[config.mk]
export PLATFORM = sky130hd
export DESIGN_NAME = key_scan_pulse
export DESIGN_NICKNAME = d
export VERILOG_FILES = /design/src/rtl/key_scan_pulse.sv
export SDC_FILE = /design/constraint.sdc
export NUM_CORES = 1
export LEC_CHECK = 0
export ABC_AREA = 1
export CORE_UTILIZATION = 30
export DETAILED_ROUTE_END_ITERATION = 7
export HOLD_SLACK_MARGIN = 0.02
export PLACE_DENSITY = 0.49
export SLEW_MARGIN = 5
export SYNTH_ARGS = -nofsm -noshare
export SYNTH_HDL_FRONTEND = slang
export SYNTH_SLANG_ARGS = --single-unit
[constraint.sdc]
create_clock -name clk -period 2.05 [get_ports clk]
set_clock_uncertainty 0.2 [all_clocks]
set_input_delay 0.205 -clock clk [delete_from_list [all_inputs] [get_ports clk]]
set_output_delay 0.205 -clock clk [all_outputs]
set_load 0.01 [all_outputs]
[src/rtl/key_scan_pulse.sv]
// Three-line key scanner with per-key debounce and one-cycle press strobes.
// Define KEY_AUTOREPEAT_EN to add held-key repeat pulses (REPEAT_DELAY / REPEAT_RATE frames).
module key_scan_pulse #(
   parameter int N_KEYS      = 3,
   parameter int SCAN_DIV    = 1000,
   parameter int DEB_SAMPLES = 8
`ifdef KEY_AUTOREPEAT_EN
   ,
   parameter int REPEAT_DELAY = 50,
   parameter int REPEAT_RATE  = 10
`endif
) (
   input  logic              clk,
   input  logic              rst_n,
   input  logic              i_sense,
   output logic [N_KEYS-1:0] o_scan,
   output logic [N_KEYS-1:0] o_key_state,
   output logic [N_KEYS-1:0] o_key_pulse,
   output logic              o_frame
);

   localparam int CW = $clog2(SCAN_DIV);
   localparam int DW = $clog2(DEB_SAMPLES);
   localparam logic [CW-1:0] SLOT_LAST = CW'(SCAN_DIV - 1);
   localparam logic [CW-1:0] SLOT_PRE  = CW'(SCAN_DIV - 2);
   localparam logic [DW-1:0] DEB_LAST  = DW'(DEB_SAMPLES - 1);

   typedef enum logic [1:0] {
      SLOT0 = 2'd0,
      SLOT1 = 2'd1,
      SLOT2 = 2'd2
   } state_t;

   state_t            state_reg, state_next;
   logic [CW-1:0]     slot_cnt_reg, slot_cnt_next;
   logic [N_KEYS-1:0] scan_reg, scan_next;
   logic              frame_reg, frame_next;
   logic [1:0]        sync_reg;
   logic              slot_last;
   logic              pressed;

   assign slot_last = (slot_cnt_reg == SLOT_LAST);
   assign pressed   = ~sync_reg[1];

   always_ff @(posedge clk) begin
      if (!rst_n) begin
         state_reg    <= SLOT0;
         slot_cnt_reg <= '0;
         scan_reg     <= 3'b110;
         frame_reg    <= 1'b0;
         sync_reg     <= 2'b11;
      end else begin
         state_reg    <= state_next;
         slot_cnt_reg <= slot_cnt_next;
         scan_reg     <= scan_next;
         frame_reg    <= frame_next;
         sync_reg     <= {sync_reg[0], i_sense};
      end
   end

   // Scan drive and frame strobe are computed one cycle early so both come straight from flops.
   always_comb begin
      state_next    = state_reg;
      slot_cnt_next = slot_cnt_reg + CW'(1);
      scan_next     = scan_reg;
      frame_next    = 1'b0;
      if (slot_last) begin
         slot_cnt_next = '0;
         case (state_reg)
            SLOT0: begin
               state_next = SLOT1;
               scan_next  = 3'b101;
            end
            SLOT1: begin
               state_next = SLOT2;
               scan_next  = 3'b011;
            end
            default: begin
               state_next = SLOT0;
               scan_next  = 3'b110;
            end
         endcase
      end
      if (state_reg == SLOT2 && slot_cnt_reg == SLOT_PRE) begin
         frame_next = 1'b1;
      end
   end

   assign o_scan  = scan_reg;
   assign o_frame = frame_reg;

   genvar gi;
   generate
      for (gi = 0; gi < N_KEYS; gi++) begin : g_key
         logic [DW-1:0] mis_reg;
         logic          stable_reg;
         logic          pulse_reg;
         logic          sample_en;
         logic          differs;
         logic          toggle;
         logic          rep_fire;

         assign sample_en = slot_last && (state_reg == 2'(gi));
         assign differs   = (pressed != stable_reg);
         assign toggle    = sample_en && differs && (mis_reg == DEB_LAST);

         always_ff @(posedge clk) begin
            if (!rst_n) begin
               mis_reg    <= '0;
               stable_reg <= 1'b0;
               pulse_reg  <= 1'b0;
            end else begin
               pulse_reg <= (toggle && !stable_reg) || rep_fire;
               if (sample_en) begin
                  if (!differs) begin
                     mis_reg <= '0;
                  end else if (mis_reg == DEB_LAST) begin
                     stable_reg <= ~stable_reg;
                     mis_reg    <= '0;
                  end else begin
                     mis_reg <= mis_reg + DW'(1);
                  end
               end
            end
         end

`ifdef KEY_AUTOREPEAT_EN
         localparam int RMAX = (REPEAT_DELAY > REPEAT_RATE) ? REPEAT_DELAY : REPEAT_RATE;
         localparam int RW   = $clog2(RMAX + 1);
         localparam logic [RW-1:0] R_DELAY = RW'(REPEAT_DELAY);
         localparam logic [RW-1:0] R_RATE  = RW'(REPEAT_RATE);

         logic [RW-1:0] rep_cnt_reg;
         logic [RW-1:0] rep_cnt_inc;
         logic          rep_first_reg;

         assign rep_cnt_inc = rep_cnt_reg + RW'(1);
         assign rep_fire    = sample_en && stable_reg && !toggle &&
                              (rep_cnt_inc == (rep_first_reg ? R_DELAY : R_RATE));

         // Counter sits at zero while released, so the accepting sample starts the count from scratch.
         always_ff @(posedge clk) begin
            if (!rst_n || !stable_reg || toggle) begin
               rep_cnt_reg   <= '0;
               rep_first_reg <= 1'b1;
            end else if (sample_en) begin
               if (rep_fire) begin
                  rep_cnt_reg   <= '0;
                  rep_first_reg <= 1'b0;
               end else begin
                  rep_cnt_reg <= rep_cnt_inc;
               end
            end
         end
`else
         assign rep_fire = 1'b0;
`endif

         assign o_key_state[gi] = stable_reg;
         assign o_key_pulse[gi] = pulse_reg;
      end
   endgenerate

endmodule

==> results summary, run 1 <==
The run finished with clean final reports. The clock sink count is 33. In the final layout, the share of cells above drive strength 1 is 0.1030. The all-layer global routing usage is 0.1324. Using the TritonRoute via totals, the vias-per-cell ratio works out to 4.518. The count of max-cap constraint violations is 0. The post-synthesis sequential area ratio is 0.4027. The post-CTS repair timing setup buffer count is 0. The highest attainable clock frequency is 569.5 MHz. The number of search-and-repair iterations in the first detailed-routing pass came out at 4. The global route total overflow is 0.

The worst slack after detailed placement is 0.3030 ns. The count of filler cells inserted in the layout came out at 549. The maximum buffer depth of the clock tree came out at 2. The mean routed wirelength per cell is 11.07 µm. Setup repair after global routing left no endpoint under its margin. Detailed placement finished with a half-perimeter wire length of 2467 µm. The number of antenna violations at the first check in global routing came out at 0. Walking the worst path, the cells encountered are ha_1 > inv_1 > nor2_2 > nand3_4 > nand2_2 > nor2_1 > a21oi_1. After floorplanning, the core was divided into 26 placement rows. The slew at the pin closest to its max-slew limit is 0.4154 ns.

The slowest library cell on the worst path is sky130_fd_sc_hd__dfxtp_1. Counting flops with a built-in enable in the synthesized netlist gives 0. The total routed wirelength came out at 3355 µm. The kind of cell with the highest combined delay along the critical path is simple AND/OR/NAND/NOR gates. The quantity of gates resized following cts came out at 0. The Yosys step of the flow raised 0 warnings. The post-synthesis instance area is 1640 µm². STA classifies the critical path endpoint as a flop. For this block, the initial DRC count from the detailed router was 64.

In the synthesized netlist, the cells that appear most often are sky130_fd_sc_hd__nand2_1 (40), sky130_fd_sc_hd__inv_1 (37), sky130_fd_sc_hd__dfxtp_1 (33), sky130_fd_sc_hd__nor2_1 (22), sky130_fd_sc_hd__nand4_1 (19). The setup TNS came out at 0 ns. Counting every net in the synthesized netlist gives 232. The total number of nets in the final design is 244. The worst hold path belongs to the class flop to flop. The highest net fanout along the worst path is 13. The top-area cell type share of the netlist area is 0.4027. The most frequently used flop master after synthesis is sky130_fd_sc_hd__dfxtp_1. Setup violations remaining at the end of the flow were counted as 0. The CTS tree is built. TritonCTS created 5 clock buffers. The number of port buffers is 12. The vertical die dimension is 75.95 µm. The count of nets left with antenna violations after detail routing came out at 0. By area the synthesized netlist is led by sky130_fd_sc_hd__dfxtp_1 (40%), sky130_fd_sc_hd__nand2_1 (9.2%), sky130_fd_sc_hd__inv_1 (8.5%). The quantity of hold-fixing buffers added after cts is 0. The first global-routing pass estimated 6016 µm of wire. The most common cell in the synthesized netlist is sky130_fd_sc_hd__nand2_1.

Headroom to the max-slew limit came out at 0.7228. The routability congestion estimate is 0.7333. Summed over all instances, the cell type with the most area after synthesis is sky130_fd_sc_hd__dfxtp_1. The met1 layer wirelength in the final routing is 1706 µm. In this run the count of I/O pins placed on the die edge is 13.

The setup slack of the critical path after layout is 0.2941 ns. The per-instance average area after synthesis is 7.422 µm². The clock input transition at the sequential cells of the worst setup and hold paths came out at 0.06 ns.

The worst setup path is of the flop to flop kind. For this run, the slowest stage of the critical path takes 0.38 ns. The flop and latch count out of synthesis is 33. The detailed router used layers up to and including met4. The clock root buffer is sky130_fd_sc_hd__clkbuf_8. The static leakage is 0.7978 nW. The overall die area came out at 5768 µm².

The portion of the clock cycle consumed by the worst path in the final layout is 0.8565. The met3 layer wire length in the routed design came out at 153 µm. The post-synthesis instance total came out at 221. The worst path arrival time came out at 1.78 ns.

The total area inside the core boundary comes to 5172 µm². For the worst-skew pair, the clock arrives at the later sink with an insertion delay of 0.28 ns. The effective utilization at floorplan is 0.3171. The finished layout holds 303 standard cells, fillers aside. The number of global-route vias before repair came to 1306.

The cell area power density came out at 630.6 nW/µm². The antenna diode instance count is 0. The DRC violation count after routing is 0. The H-tree depth reported by CTS came out at 2.

The via count of the routed design is 1369. The die is 75.95 µm wide. The routed wire length on met2 came out at 1439 µm. The startpoint type of the worst setup path is a flop. The count of final max-slew check failures came to 0. The final hold violation count came to 0.

Data on the critical path is required at its endpoint by 2.07 ns. The register with the most flip-flops in the layout has 10 of them. For this run, asynchronously set or reset flops after synthesis account for 0. From synthesis to final layout, the design area changed by 14.87%.

The worst path in the final design needs a cycle of 1.756 ns, including I/O delays and setup. The cell total after placement came out at 296. The largest net degree at the start of global routing is 14. The number of library cell types mapped by synthesis is 27. The worst-case IR drop observed on VDD is 0.0002977 V. The number of buffer and inverter instances along the worst setup path came out at 1.
worst register-to-register path: stages, from the launching register on:
cell and delay (ns):
sky130_fd_sc_hd__dfxtp_1 0.38, sky130_fd_sc_hd__ha_1 0.24, sky130_fd_sc_hd__inv_1 0.07, sky130_fd_sc_hd__nor2_2 0.21, sky130_fd_sc_hd__nand3_4 0.16, sky130_fd_sc_hd__nand2_2 0.26, sky130_fd_sc_hd__nor2_1 0.07, sky130_fd_sc_hd__a21oi_1 0.11
metrics by stage:
stage | utilization | power (mW) | cell area, µm² | hold slack, ns
6_report | 0.3643 | 1.188 | 1884 | 0.2190
5_1_grt | 0.3643 | 1.245 | 1884 | 0.2471
4_1_cts | 0.3643 | 1.208 | 1884 | 0.2211
3_5_place_dp | 0.3476 | 0.7110 | 1798 | 0.2057
3_3_place_gp | 0.3476 | 0.7110 | 1798 | 0.2125
2_1_floorplan | - | 0.6980 | 1640 | 0.1116
layout by cell type, fill, tap and decap left out, drive strengths merged:
cell type	count
a21oi	16
buf	2
clkbuf	7
clkdlybuf4s50	12
clkinv	1
dfxtp	33
ha	8
inv	37
nand2	43
nand3	7
nand3b	1
nand4	19
nor2	29
nor3	4
nor3b	1
nor4	1
o211ai	1
o21a	1
o21ai	3
o22ai	1
or2	6
final timing paths:
check        slack, ns     endpoint  depth (start not counted)       startpoint
max reg2reg       0.29    o_scan[2]                          7  slot_cnt_reg[0]
max               0.29    o_scan[2]                          7  slot_cnt_reg[0]
min               0.22  sync_reg[1]                          1      sync_reg[0]
min reg2reg       0.22  sync_reg[1]                          1      sync_reg[0]
cells by family (layout without fill, tap and decap cells):
kind of cell / count (synthesis) / after routing / synth area share
adders and majority gates: 8 / 8 / 0.06102
DFF: 33 / 33 / 0.4027
buffers and inverters: 47 / 59 / 0.1266
and+or+nand+nor: 111 / 111 / 0.3387
AOI/OAI and AO/OA: 22 / 22 / 0.07094
final cells by class:
type	count	area [µm²]	share of cell area
Clock buffer	7	86.33	0.04582
Inverter	38	142.6	0.07570
Multi-Input combinational cell	141	772.0	0.4097
Sequential cell	33	660.6	0.3506
Tap cell	70	87.58	0.04648
Timing Repair Buffer	14	135.1	0.07171
power breakdown:
part / leakage [nW] / switching, mW / internal (mW)
clock: 0.0443 / 0.226 / 0.266
combinational: 0.487 / 0.0278 / 0.0151
sequential: 0.267 / 0.00551 / 0.648
total: 0.798 / 0.259 / 0.929
layer usage:
layer	up-vias	GRT usage
li1	728	-
met1	614	0.1710
met2	20	0.2009
met3	7	0.04699
met4	0	0.05192
met5	-	0
Note: power is estimated with default switching activity, not from simulation.
==> run 2: changes to the inputs <==
CAP_MARGIN = 20   (was default)
==> results of run 2 <==
Same layout as run 1: the final DEF is identical, and so are final timing and power.
